File: src/rtl/bram_req_arbiter_if.sv
// Request/response bus between N_REQ requesters and bram_req_arbiter.
//
// Signals (slices are packed per requester, requester i in slice i):
//   req_valid  N_REQ               request present
//   req_ready  N_REQ               request accepted this cycle (grant)
//   req_addr   N_REQ*ADDR_WIDTH    word address
//   req_wstrb  N_REQ*DATA_WIDTH/8  byte enables; all-zero means read
//   req_wdata  N_REQ*DATA_WIDTH    write data
//   rsp_valid  N_REQ               read data valid for requester i (one-hot or zero)
//   rsp_data   DATA_WIDTH          read data, shared by all requesters
//
// Modports: master = requester side, slave = arbiter side.
interface bram_req_arbiter_if #(
    parameter int N_REQ      = 2,
    parameter int DATA_WIDTH = 32,
    parameter int ADDR_WIDTH = 8
);
    logic [N_REQ-1:0]              req_valid;
    logic [N_REQ-1:0]              req_ready;
    logic [N_REQ*ADDR_WIDTH-1:0]   req_addr;
    logic [N_REQ*DATA_WIDTH/8-1:0] req_wstrb;
    logic [N_REQ*DATA_WIDTH-1:0]   req_wdata;
    logic [N_REQ-1:0]              rsp_valid;
    logic [DATA_WIDTH-1:0]         rsp_data;

    modport master (
        output req_valid, req_addr, req_wstrb, req_wdata,
        input  req_ready, rsp_valid, rsp_data
    );

    modport slave (
        input  req_valid, req_addr, req_wstrb, req_wdata,
        output req_ready, rsp_valid, rsp_data
    );
endinterface

File: src/rtl/bram_req_arbiter.sv
// Shares one dual-port byte-write BRAM (1 write port, 1 read port, 1-cycle
// read latency) among N_REQ requesters. Each cycle at most one write and one
// read are granted, each chosen by its own round-robin arbiter. Read data
// comes back one cycle after acceptance, tagged with the issuing requester.
//
// Ports:
//   clk         clock
//   rst         synchronous reset, active-high
//   req_if      slave side of bram_req_arbiter_if (requests, grants, responses)
//   bram_waddr  BRAM write address
//   bram_din    BRAM write data
//   bram_we     BRAM byte write enables
//   bram_raddr  BRAM read address
//   bram_dout   BRAM read data (valid the cycle after bram_raddr was presented)
module bram_req_arbiter #(
    parameter int N_REQ      = 2,
    parameter int DATA_WIDTH = 32,
    parameter int ADDR_WIDTH = 8
) (
    input  logic                    clk,
    input  logic                    rst,
    bram_req_arbiter_if.slave       req_if,
    output logic [ADDR_WIDTH-1:0]   bram_waddr,
    output logic [DATA_WIDTH-1:0]   bram_din,
    output logic [DATA_WIDTH/8-1:0] bram_we,
    output logic [ADDR_WIDTH-1:0]   bram_raddr,
    input  logic [DATA_WIDTH-1:0]   bram_dout
);

    localparam int STRB_W = DATA_WIDTH / 8;
    localparam int PTR_W  = (N_REQ > 1) ? $clog2(N_REQ) : 1;

    typedef logic [PTR_W-1:0] ptr_t;

    // Per-requester views of the packed request buses
    logic [ADDR_WIDTH-1:0] slot_addr  [N_REQ];
    logic [STRB_W-1:0]     slot_strb  [N_REQ];
    logic [DATA_WIDTH-1:0] slot_wdata [N_REQ];
    logic [N_REQ-1:0]      wr_cand;
    logic [N_REQ-1:0]      rd_cand;

    // Arbitration state and read pipeline
    ptr_t                  wptr;
    ptr_t                  rptr;
    logic                  rd_vld;
    ptr_t                  rd_id;
    logic [ADDR_WIDTH-1:0] raddr_q;

    // Grant decode
    logic [PTR_W:0]        w_pick;
    logic [PTR_W:0]        r_pick;
    logic                  w_gnt;
    logic                  r_gnt;
    ptr_t                  w_idx;
    ptr_t                  r_idx;

    // Round-robin search starting at 'start', wrapping modulo N_REQ.
    // Returns {found, index}. The loop walks offsets from farthest to nearest
    // so the candidate closest to the pointer overwrites any earlier hit.
    function automatic logic [PTR_W:0] rr_pick(input logic [N_REQ-1:0] cand,
                                               input ptr_t start);
        logic [PTR_W:0] result;
        int             idx;
        result = '0;
        for (int k = N_REQ - 1; k >= 0; k--) begin
            idx = int'(start) + k;
            if (idx >= N_REQ) begin
                idx = idx - N_REQ;
            end
            if (cand[ptr_t'(idx)]) begin
                result = {1'b1, ptr_t'(idx)};
            end
        end
        return result;
    endfunction

    function automatic ptr_t next_ptr(input ptr_t g);
        return (g == ptr_t'(N_REQ - 1)) ? '0 : g + ptr_t'(1);
    endfunction

    for (genvar i = 0; i < N_REQ; i++) begin : g_slot
        assign slot_addr[i]  = req_if.req_addr[i*ADDR_WIDTH +: ADDR_WIDTH];
        assign slot_strb[i]  = req_if.req_wstrb[i*STRB_W +: STRB_W];
        assign slot_wdata[i] = req_if.req_wdata[i*DATA_WIDTH +: DATA_WIDTH];
        assign wr_cand[i]    = req_if.req_valid[i] && (slot_strb[i] != '0);
        assign rd_cand[i]    = req_if.req_valid[i] && (slot_strb[i] == '0);
    end

    // Grants are suppressed while rst is high so nothing transfers in reset.
    always_comb begin
        w_pick = rr_pick(wr_cand, wptr);
        r_pick = rr_pick(rd_cand, rptr);
        w_gnt  = w_pick[PTR_W] && !rst;
        r_gnt  = r_pick[PTR_W] && !rst;
        w_idx  = w_pick[PTR_W-1:0];
        r_idx  = r_pick[PTR_W-1:0];
    end

    always_comb begin
        req_if.req_ready = '0;
        if (w_gnt) begin
            req_if.req_ready[w_idx] = 1'b1;
        end
        if (r_gnt) begin
            req_if.req_ready[r_idx] = 1'b1;
        end
    end

    // Write port is driven straight from the granted slot; idle means all zero.
    always_comb begin
        bram_we    = '0;
        bram_waddr = '0;
        bram_din   = '0;
        if (w_gnt) begin
            bram_we    = slot_strb[w_idx];
            bram_waddr = slot_addr[w_idx];
            bram_din   = slot_wdata[w_idx];
        end
    end

    // With no read grant the read address parks on the last granted address.
    assign bram_raddr = r_gnt ? slot_addr[r_idx] : raddr_q;

    always_ff @(posedge clk) begin
        if (rst) begin
            wptr    <= '0;
            rptr    <= '0;
            rd_vld  <= 1'b0;
            rd_id   <= '0;
            raddr_q <= '0;
        end else begin
            if (w_gnt) begin
                wptr <= next_ptr(w_idx);
            end
            if (r_gnt) begin
                rptr    <= next_ptr(r_idx);
                rd_id   <= r_idx;
                raddr_q <= slot_addr[r_idx];
            end
            rd_vld <= r_gnt;
        end
    end

    // Gating with rst drops the response of a read accepted just before reset.
    always_comb begin
        req_if.rsp_valid = '0;
        if (rd_vld && !rst) begin
            req_if.rsp_valid[rd_id] = 1'b1;
        end
    end

    assign req_if.rsp_data = bram_dout;

endmodule
File: src/flat_wrapper.sv
// flat-port wrapper written by rule: the top's interface ports become plain ports
module bram_req_arbiter_flat 
#(
    parameter int N_REQ      = 2,
    parameter int DATA_WIDTH = 32,
    parameter int ADDR_WIDTH = 8
)
  (clk, rst, bram_waddr, bram_din, bram_we, bram_raddr, bram_dout, req_if_req_valid, req_if_req_addr, req_if_req_wstrb, req_if_req_wdata, req_if_req_ready, req_if_rsp_valid, req_if_rsp_data);
  bram_req_arbiter_if #(.N_REQ(N_REQ), .DATA_WIDTH(DATA_WIDTH), .ADDR_WIDTH(ADDR_WIDTH)) req_if_i ();
  input  logic clk;
  input  logic rst;
  output logic [ADDR_WIDTH-1:0] bram_waddr;
  output logic [DATA_WIDTH-1:0] bram_din;
  output logic [DATA_WIDTH/8-1:0] bram_we;
  output logic [ADDR_WIDTH-1:0] bram_raddr;
  input  logic [DATA_WIDTH-1:0] bram_dout;
  input wire logic [$bits(req_if_i.req_valid)-1:0] req_if_req_valid;
  input wire logic [$bits(req_if_i.req_addr)-1:0] req_if_req_addr;
  input wire logic [$bits(req_if_i.req_wstrb)-1:0] req_if_req_wstrb;
  input wire logic [$bits(req_if_i.req_wdata)-1:0] req_if_req_wdata;
  output wire logic [$bits(req_if_i.req_ready)-1:0] req_if_req_ready;
  output wire logic [$bits(req_if_i.rsp_valid)-1:0] req_if_rsp_valid;
  output wire logic [$bits(req_if_i.rsp_data)-1:0] req_if_rsp_data;
  assign req_if_i.req_valid = req_if_req_valid;
  assign req_if_i.req_addr = req_if_req_addr;
  assign req_if_i.req_wstrb = req_if_req_wstrb;
  assign req_if_i.req_wdata = req_if_req_wdata;
  assign req_if_req_ready = req_if_i.req_ready;
  assign req_if_rsp_valid = req_if_i.rsp_valid;
  assign req_if_rsp_data = req_if_i.rsp_data;
  bram_req_arbiter #(.N_REQ(N_REQ), .DATA_WIDTH(DATA_WIDTH), .ADDR_WIDTH(ADDR_WIDTH)) u_core (.clk(clk), .rst(rst), .req_if(req_if_i), .bram_waddr(bram_waddr), .bram_din(bram_din), .bram_we(bram_we), .bram_raddr(bram_raddr), .bram_dout(bram_dout));
endmodule
File: config.mk
export PLATFORM = sky130hd
export DESIGN_NAME = bram_req_arbiter_flat
export DESIGN_NICKNAME = d
export VERILOG_FILES = /design/src/rtl/bram_req_arbiter_if.sv /design/src/rtl/bram_req_arbiter.sv /design/src/flat_wrapper.sv
export SDC_FILE = /design/constraint.sdc
export NUM_CORES = 1
export LEC_CHECK = 0
export CAP_MARGIN = 30
export CELL_PAD_IN_SITES_DETAIL_PLACEMENT = 1
export CELL_PAD_IN_SITES_GLOBAL_PLACEMENT = 2
export CORE_MARGIN = 2
export CORE_UTILIZATION = 11
export CTS_BUF_LIST = sky130_fd_sc_hd__clkbuf_8
export DETAILED_ROUTE_END_ITERATION = 8
export PLACE_DENSITY = 0.92
export RECOVER_POWER = 50
export SLEW_MARGIN = 20
export SYNTH_ARGS = -nofsm -noshare
export SYNTH_HDL_FRONTEND = slang
export SYNTH_SLANG_ARGS = --single-unit
File: constraint.sdc
create_clock -name clk -period 3.32 [get_ports clk]
set_input_delay 0.83 -clock clk [delete_from_list [all_inputs] [get_ports clk]]
set_output_delay 0.83 -clock clk [all_outputs]
set_load 0.01 [all_outputs]
==> results_dict.tcl, run 1 <==
set metrics [dict create \
    row_count 42 \
    detail_route.iter0.violations 83 \
    drc 0 \
    ys_seq_elements 12 \
    crit_arrival_ps 2540 \
    worstPathRequired_ps 2490 \
    synth_nets 302 \
    max_clock_freq_ghz 0.296 \
    rsz0062_at_grt "yes" \
    ys_types 31 \
    drt-total-wl_mm 9.94 \
    worstPathBufferInverterCount 5 \
    netlist_instances 178 \
    dp_hpwl_mm 6.92 \
    drive_above_1_share_pct 41.9 \
    post_drt_wl_per_cell_um 19.3 \
    yosys-top-cells-area "a22o_1, dfxtp_1, buf_4" \
    drv_slew 0 \
    fin_ws_ps -53.7 \
    fin_skew_ps 5.54 \
    violations "negative setup slack" \
    cts-buffers-inserted 3 \
    setup_viol 11 \
    nNetsFinal 464 \
    total_leakage_power_nw 1.48 \
    place_worst_setup_slack_ps -863 \
    critPathKind "in2out" \
    grt.overflow.total 0 \
    status "complete, but fails checks" \
    clock-root-buffer "clkbuf_8" \
    cts.sinks 12 \
    gp_congestion 0.660 \
    critPathMaxStageDelay_ps 580 \
    maxCapViolCount 0 \
    slew_headroom_pct 74.6 \
    ys.flop_type "dfxtp_1" \
    ir_drop_v 0.0000832 \
    fp.dieArea_um2 14600 \
    synth_top_area_share_pct 21.1 \
    layout_min_cycle_time_ps 3370 \
    ios 212 \
    grt_pass1_vias 2476 \
    power_w 0.000715 \
    endpoint_kind "primary output" \
    dieWidth_um 121 \
    pwr_density_cell_nw_per_um2 203 \
    netlist.top_cell.by_area "a22o_1" \
    clk_path_buf_depth 2 \
    antenna_found_initial 0 \
    period_share_pct 102 \
    synth-seq-area-share_pct 16.0 \
    synthArstFlopShare_pct 0 \
    ant_nets 0 \
    vias 2209 \
    cp_cell_sequence "buf_6 > or4_4 > a311oi_4 > buf_4 > buf_6 > buf_12 > a22o_1 > buf_2" \
    via_per_inst 4.29 \
    area_delta_synth_final_pct 135 \
    path_max_fanout 8 \
    core_area_um2 13300 \
    synth_edf_count 0 \
    finalHoldViolCount 0 \
    die_h_um 121 \
    synth_warnings 0 \
    grt_usage_pct 12.8 \
    ctsHoldBuffers 0 \
    worstMarginPinSlew_ps 381 \
    final_util_pct 26.4 \
    syn-cell-area_um2 1500 \
    antennaDiodeCount 0 \
    cts_max_level 1 \
    slowest_stage "or4_4" \
    grt_max_degree 17 \
    grt_pass1_wl_mm 14.3 \
    cp_top_family "buffers and inverters" \
    port-buffer-count 147 \
    startpoint_type "primary input" \
    syn_area_per_cell_um2 8.41 \
    clkLatencyLatePin_ps 240 \
    drtPass1Iterations 4 \
    start_util_pct 11.3 \
    min_path_type "reg2reg" \
    cp_common_cell "buf_6" \
    clkTransAtPathRegs_ps 50 \
    cts_tree "yes" \
]
[metal layers]
layer	wire, um	global-route usage, %	vias to the layer above
li1	-	-	1010
met1	3300	11.8	1058
met2	5540	26.7	124
met3	951	3.58	17
met4	156	3.42	0
met5	0	0	-
[cell usage after synthesis, drive strengths merged (3+ instances only)]
| library cell | instances |
|---|---|
| a21oi | 3 |
| a22o | 36 |
| a32o | 8 |
| buf | 42 |
| clkbuf | 7 |
| dfxtp | 12 |
| inv | 19 |
| nand2 | 3 |
| o2111ai | 8 |
| o221ai | 16 |
[cells by family after synthesis]
| group | count (synthesis) | synth area share, % |
|---|---|---|
| compound gates | 83 | 49.3 |
| buf+inv | 68 | 28.8 |
| flops | 12 | 16.0 |
| simple gates | 15 | 5.85 |
[final timing paths]
| path | from | end | slack [ps] | depth (start not counted) |
|---|---|---|---|---|
| hold / removal | u_core.rd_id | u_core.rd_id | 500 | 2 |
| hold reg to reg | u_core.rd_id | u_core.rd_id | 500 | 2 |
| setup / recovery | req_if_req_wstrb[6] | bram_din[21] | -50 | 8 |
| setup reg to reg | u_core.rptr | u_core.raddr_q[3] | 2180 | 4 |
[cell usage in the layout, fill, tap and decap left out, types with 4 or more instances in the layout]
master	n
buf_4	31
clkdlybuf4s15_2	4
o221ai_1	15
buf_6	15
o2111ai_4	4
inv_1	19
a32o_1	8
buf_16	6
dfxtp_1	12
a22o_1	36
clkbuf_8	4
buf_12	7
clkbuf_2	4
clkdlybuf4s50_1	82
buf_2	50
[final cells by class]
cell class | instances | area, um2
well taps | 176 | 220
inverters | 19 | 71.3
flip-flops and latches | 12 | 240
clock buffers | 4 | 55.1
multi-input cells | 98 | 993
fillers | 1548 | 9780
repair buffers | 206 | 1930
[report_power, final]
part / leakage, nW / switching [W] / internal, W / total, W
Clock: 0.0288 / 0.0000574 / 0.000105 / 0.000162
Sequential: 0.0973 / 0.00000325 / 0.000148 / 0.000151
Combinational: 1.35 / 0.000161 / 0.000240 / 0.000401
[worst register-to-register path, delay by kind of cell, from the launching register on]
family          cells  cell delay (ps)
buf+inv             1              160
flops               1              360
compound gates      2              370
simple gates        1              100
[registers in the layout, summed over array words and instances (netlist names)]
register,flops
u_core.rd_id,1
u_core.rd_vld,1
u_core.raddr_q,8
u_core.wptr,1
u_core.rptr,1
[what timing repair did]
action,4_1_cts,5_1_grt
gates resized for setup,272,17
endpoints found under the setup margin,54,47
gates cloned,8,1
buffers inserted,19,1
pin swaps,17,15
[through the flow]
step	TNS, ps	area (um2)	hold slack, ps	cells
after floorplan	0	1500	463	178
after global placement	-43000	3140	478	484
after detailed placement	-44190	3140	496	484
after CTS	-93.9	3540	507	515
after global routing	-1730	3510	550	515
final	-192	3510	499	515
Note: power is estimated with default switching activity, not from simulation.
==> run 2: changes to the inputs <==
==> constraint.sdc (replaced) <==
create_clock -name clk -period 3.32 [get_ports clk]
set_input_delay 0.83 -clock clk [delete_from_list [all_inputs] [get_ports clk]]
set_output_delay 0.83 -clock clk [all_outputs]
set_load 0.05 [all_outputs]
==> results_dict.tcl, run 2 (synthesis gave the netlist of run 1 again) <==
set metrics [dict create \
    worstPathRequired_ps 2490 \
    hp-start "u_core.rd_id" \
    nNetsFinal 470 \
    busiest_layer "met2" \
    grt_usage_pct 14.8 \
    post_drt_wl_per_cell_um 21.1 \
    port-buffer-count 147 \
    setup_viol 43 \
    grtUsageMet2_pct 30.2 \
    cts_tree "yes" \
    fillers 1392 \
    reg2reg_setup_slack_ps 1550 \
    place_worst_setup_slack_ps -501 \
    drt-total-wl_mm 11.0 \
    layout_commonest_cell "clkdlybuf4s50_1" \
    multi_input_area_um2 1390 \
    seq_area_um2 240 \
    status "complete, but fails checks" \
    core_area_um2 13300 \
    holdPathEnd "u_core.rd_id" \
    die_h_um 121 \
    gp_congestion 0.781 \
    vias 2299 \
    via_per_inst 4.41 \
    rsz0062_at_grt "yes" \
    cts.sinks 12 \
    r2r_cells 8 \
    cts_max_level 1 \
    drv_slew 0 \
    critPathKind "in2out" \
    min_path_type "reg2reg" \
    grt_use_met3_pct 3.44 \
    drtPass1Iterations 4 \
    finalHoldViolCount 0 \
    cts-buffers-inserted 3 \
    grt_pass1_wl_mm 16.4 \
    clkTransAtPathRegs_ps 60 \
    clock-root-buffer "clkbuf_8" \
    antenna_found_initial 0 \
    clkLatencyLatePin_ps 240 \
    startpoint_type "primary input" \
    fin_skew_ps 1.16 \
    drive_above_1_share_pct 57.4 \
    use_met1_pct 15.0 \
    rr_endpoint "u_core.raddr_q[5]" \
    endpoint_kind "primary output" \
    start_util_pct 11.3 \
    r2r-start "u_core.rptr" \
    ir_drop_v 0.000104 \
    ios 212 \
    mostFrequentLayoutCells "clkdlybuf4s50_1, buf_12, a22o_4" \
    largest_reg_flops 8 \
    worstMarginPinSlew_ps 421 \
    dieWidth_um 121 \
    detail_route.iter0.violations 64 \
    ant_nets 0 \
    fp.dieArea_um2 14600 \
    row_count 42 \
    dp_hpwl_mm 7.31 \
    pwr_density_cell_nw_per_um2 221 \
    grt_max_degree 19 \
    total_leakage_power_nw 1.98 \
    area_delta_synth_final_pct 222 \
    layout_min_cycle_time_ps 3450 \
    regMostFlops "u_core.raddr_q" \
    path_max_fanout 6 \
    power_w 0.00106 \
    antennaDiodeCount 0 \
    maxCapViolCount 0 \
    grt_pass1_vias 2680 \
    drc 0 \
    slew_headroom_pct 71.9 \
    crit_arrival_ps 2620 \
    grt.overflow.total 0 \
    max_clock_freq_ghz 0.290 \
    fin_ws_ps -133 \
    violations "negative setup slack" \
    whs_path_depth 2 \
    period_share_pct 104 \
    clk_path_buf_depth 2 \
]
-- run 2: changes by cell type in the layout (fill, tap and decap cells not counted), moves of 3 or more --
| cell | before | now |
|---|---|---|
| buf_12 | 7 | 67 |
| o221ai_4 | 0 | 8 |
| buf_2 | 50 | 3 |
| a32o_1 | 8 | 0 |
| o221ai_1 | 15 | 8 |
| a32o_2 | 0 | 8 |
| clkdlybuf4s15_2 | 4 | 0 |
| a22o_1 | 36 | 0 |
| clkbuf_2 | 4 | 1 |
| o2111ai_4 | 4 | 0 |
| o2111ai_1 | 1 | 6 |
| a22o_4 | 0 | 36 |
-- run 2: worst max-delay path by stage --
stage,from,end,slack [ps],cells after the start
2_1_floorplan,req_if_req_wstrb[6],bram_raddr[0],-120,5
3_5_place_dp,req_if_req_wstrb[6],bram_din[4],-500,6
5_1_grt,req_if_req_wstrb[7],bram_raddr[6],-170,8
3_3_place_gp,req_if_req_wstrb[6],bram_din[11],-480,6
4_1_cts,req_if_req_wstrb[7],bram_din[5],-120,9
6_report,req_if_req_wstrb[7],bram_raddr[6],-130,8
-- run 2: final cells by class --
type	count	share of cell area (%)
sequential	12	4.98
inverter	19	1.48
timing repair buffer	212	59.0
clock buffer	4	1.14
multi-input combinational	98	28.8
tap	176	4.57
-- run 2: layer usage --
metal	share of wire [%]	vias up
li1	-	1019
met1	35	1121
met2	55	136
met3	8.3	23
met4	2.1	0
met5	0	-
-- run 2: where the power goes --
group          leakage [nW]  internal [W]  switching, W
logic                  1.86      0.000406      0.000342
registers            0.0973      0.000148    0.00000339
clock network        0.0288      0.000105     0.0000602
total                  1.98      0.000659      0.000406
-- run 2: through the flow --
step | hold WS [ps] | cells | area [um2] | util (%) | setup TNS (ps)
global placement | 476 | 485 | 3850 | 28.9 | -23000
global route | 559 | 521 | 4820 | 36.3 | -4650
finish | 509 | 521 | 4820 | 36.3 | -2120
CTS | 515 | 520 | 4850 | 36.5 | -3840
floorplan | 463 | 178 | 1630 | - | -860
detailed placement | 503 | 485 | 3850 | 28.9 | -24750
-- run 2: critical path: stages --
cell and delay [ps]:
buf_6 90, or4_4 550, buf_6 140, a311o_1 320
buf_12 170, buf_8 130, o221ai_4 210, buf_12 170
-- run 2: repair_timing --
item	CTS	global route
pin swaps	25	12
cloned	9	2
gates resized for setup	113	11
setup endpoints to repair	54	53
buffers inserted	24	4
hold buffers	0	0
==> run 3: changes to the inputs <==
--- a/config.mk
+++ b/config.mk
@@ -9,10 +9,9 @@
 export CELL_PAD_IN_SITES_DETAIL_PLACEMENT = 1
 export CELL_PAD_IN_SITES_GLOBAL_PLACEMENT = 2
 export CORE_MARGIN = 2
-export CORE_UTILIZATION = 11
-export CTS_BUF_LIST = sky130_fd_sc_hd__clkbuf_8
+export CORE_UTILIZATION = 10
 export DETAILED_ROUTE_END_ITERATION = 8
-export PLACE_DENSITY = 0.92
+export PLACE_DENSITY = 0.85
 export RECOVER_POWER = 50
 export SLEW_MARGIN = 20
 export SYNTH_ARGS = -nofsm -noshare
==> results_dict.tcl, run 3 (synthesis gave the netlist of run 1 again) <==
set metrics [dict create \
    drt-total-wl_mm 10.1 \
    startpoint_type "primary input" \
    post_drt_wl_per_cell_um 19.5 \
    pwr_density_cell_nw_per_um2 240 \
    vias 2171 \
    critPathKind "in2out" \
    cts-buffers-inserted 3 \
    layout_commonest_cell "clkdlybuf4s50_1" \
    cts.sinks 12 \
    start_util_pct 10.3 \
    dieWidth_um 126 \
    clock-root-buffer "clkbuf_16" \
    cts_max_level 1 \
    dp_hpwl_mm 6.38 \
    slowest_stage "or4_4" \
    r2r-start "u_core.rptr" \
    grt_pass1_wl_mm 14.2 \
    endpoint_kind "primary output" \
    core_area_um2 14600 \
    gp_congestion 0.767 \
    fin_ws_ps -58.8 \
    final_area_um2 4760 \
    drv_slew 0 \
    clkLatencyLatePin_ps 240 \
    grt_max_degree 19 \
    grt_pass1_vias 2475 \
    fin_skew_ps 2.08 \
    ant_nets 0 \
    maxCapViolCount 0 \
    largest_reg_flops 8 \
    grt_usage_pct 11.2 \
    antenna_found_initial 0 \
    reg2reg_setup_slack_ps 2010 \
    cp_cell_sequence "buf_6 > or4_4 > a311oi_4 > buf_6 > buf_12 > buf_12 > a22o_4 > buf_12" \
    drc 0 \
    hp-start "u_core.rd_id" \
    mostFrequentLayoutCells "clkdlybuf4s50_1, buf_12, a22o_4" \
    place_worst_setup_slack_ps -462 \
    antennaDiodeCount 0 \
    grt.overflow.total 0 \
    slew_headroom_pct 73.8 \
    row_count 44 \
    die_h_um 126 \
    ir_drop_v 0.000153 \
    holdPathEnd "u_core.rd_id" \
    clkTransAtPathRegs_ps 50 \
    startpoint "req_if_req_wstrb[1]" \
    r2r_cells 5 \
    drive_above_1_share_pct 57.8 \
    nNetsFinal 459 \
    whs_path_depth 2 \
    crit_arrival_ps 2550 \
    path_max_fanout 4 \
    violations "negative setup slack" \
    port-buffer-count 147 \
    status "complete, but fails checks" \
    finalHoldViolCount 0 \
    via_per_inst 4.19 \
    detail_route.iter0.violations 36 \
    max_clock_freq_ghz 0.296 \
    period_share_pct 102 \
    cts_tree "yes" \
    fp.dieArea_um2 16000 \
    ios 212 \
    setup_viol 27 \
    worstMarginPinSlew_ps 388 \
    layout_min_cycle_time_ps 3380 \
    area_delta_synth_final_pct 218 \
    cp_common_cell "buf_12" \
    clk_path_buf_depth 2 \
    min_path_type "reg2reg" \
    drtPass1Iterations 4 \
    dpl_cell_area_um2 3850 \
    power_w 0.00114 \
    total_leakage_power_nw 1.94 \
    rsz0062_at_grt "yes" \
    regMostFlops "u_core.raddr_q" \
    worstPathRequired_ps 2490 \
    critPathMaxStageDelay_ps 550 \
    rr_endpoint "u_core.raddr_q[7]" \
]
run 3: cell types whose count changed in the layout (fill, tap and decap cells not counted), moves of 2 or more:
cell	change
o2111ai_1	-5
o221ai_2	+4
clkbuf_16	+5
buf_4	-7
a31oi_2	+2
buf_12	-3
o221ai_4	-4
o2111ai_2	+4
clkbuf_8	-3
run 3: cell type report:
| type | count | area (um2) |
|---|---|---|
| Fill cell | 1523 | 9830 |
| Inverter | 19 | 71.3 |
| Tap cell | 184 | 230 |
| Sequential cell | 12 | 240 |
| Clock buffer | 4 | 88.8 |
| Multi-Input combinational cell | 98 | 1400 |
| Timing Repair Buffer | 201 | 2730 |
run 3: timing repair:
action,CTS,global route
hold buffers,0,0
cloned,7,4
pin swaps,14,29
resized for setup,86,33
buffers inserted,11,1
setup endpoints to repair,54,53
run 3: critical path: cells and delay by family:
kind	cells	cell delay [ps]
AOI/OAI and AO/OA	2	500
buffers and inverters	5	650
and+or+nand+nor	1	550
run 3: metrics by stage:
step           instances  utilization, %  hold slack, ps  setup TNS [ps]
2_1_floorplan        178               -             463            -860
3_3_place_gp         494            26.4             480          -22130
3_5_place_dp         494            26.4             494          -22780
4_1_cts              516            31.0             504            -453
5_1_grt              518            32.6             551           -2660
6_report             518            32.6             520           -1000
run 3: report_power, final:
group	switching [W]	internal [W]	total (W)
clock network	0.0000685	0.000182	0.000251
registers	0.00000352	0.000149	0.000152
logic	0.000337	0.000401	0.000738
run 3: how the worst max path moves through the flow:
| stage | to | slack (ps) | depth (start not counted) |
|---|---|---|---|
| after detailed placement | bram_din[0] | -460 | 6 |
| after floorplan | bram_raddr[0] | -120 | 5 |
| after CTS | bram_din[8] | -80 | 9 |
| after global routing | bram_din[11] | -100 | 8 |
| after global placement | bram_din[0] | -460 | 6 |
| final | bram_din[8] | -60 | 8 |
run 3: metal layers:
layer  vias to the layer above  part of all wire, %  wire [um]  track usage, %
li1                       1000                    -          -               -
met1                      1033                   39       3970            13.0
met2                       121                   54       5470            21.3
met3                        17                  5.7        573            1.90
met4                         0                  1.0        106            2.59
met5                         -                    0          0               0
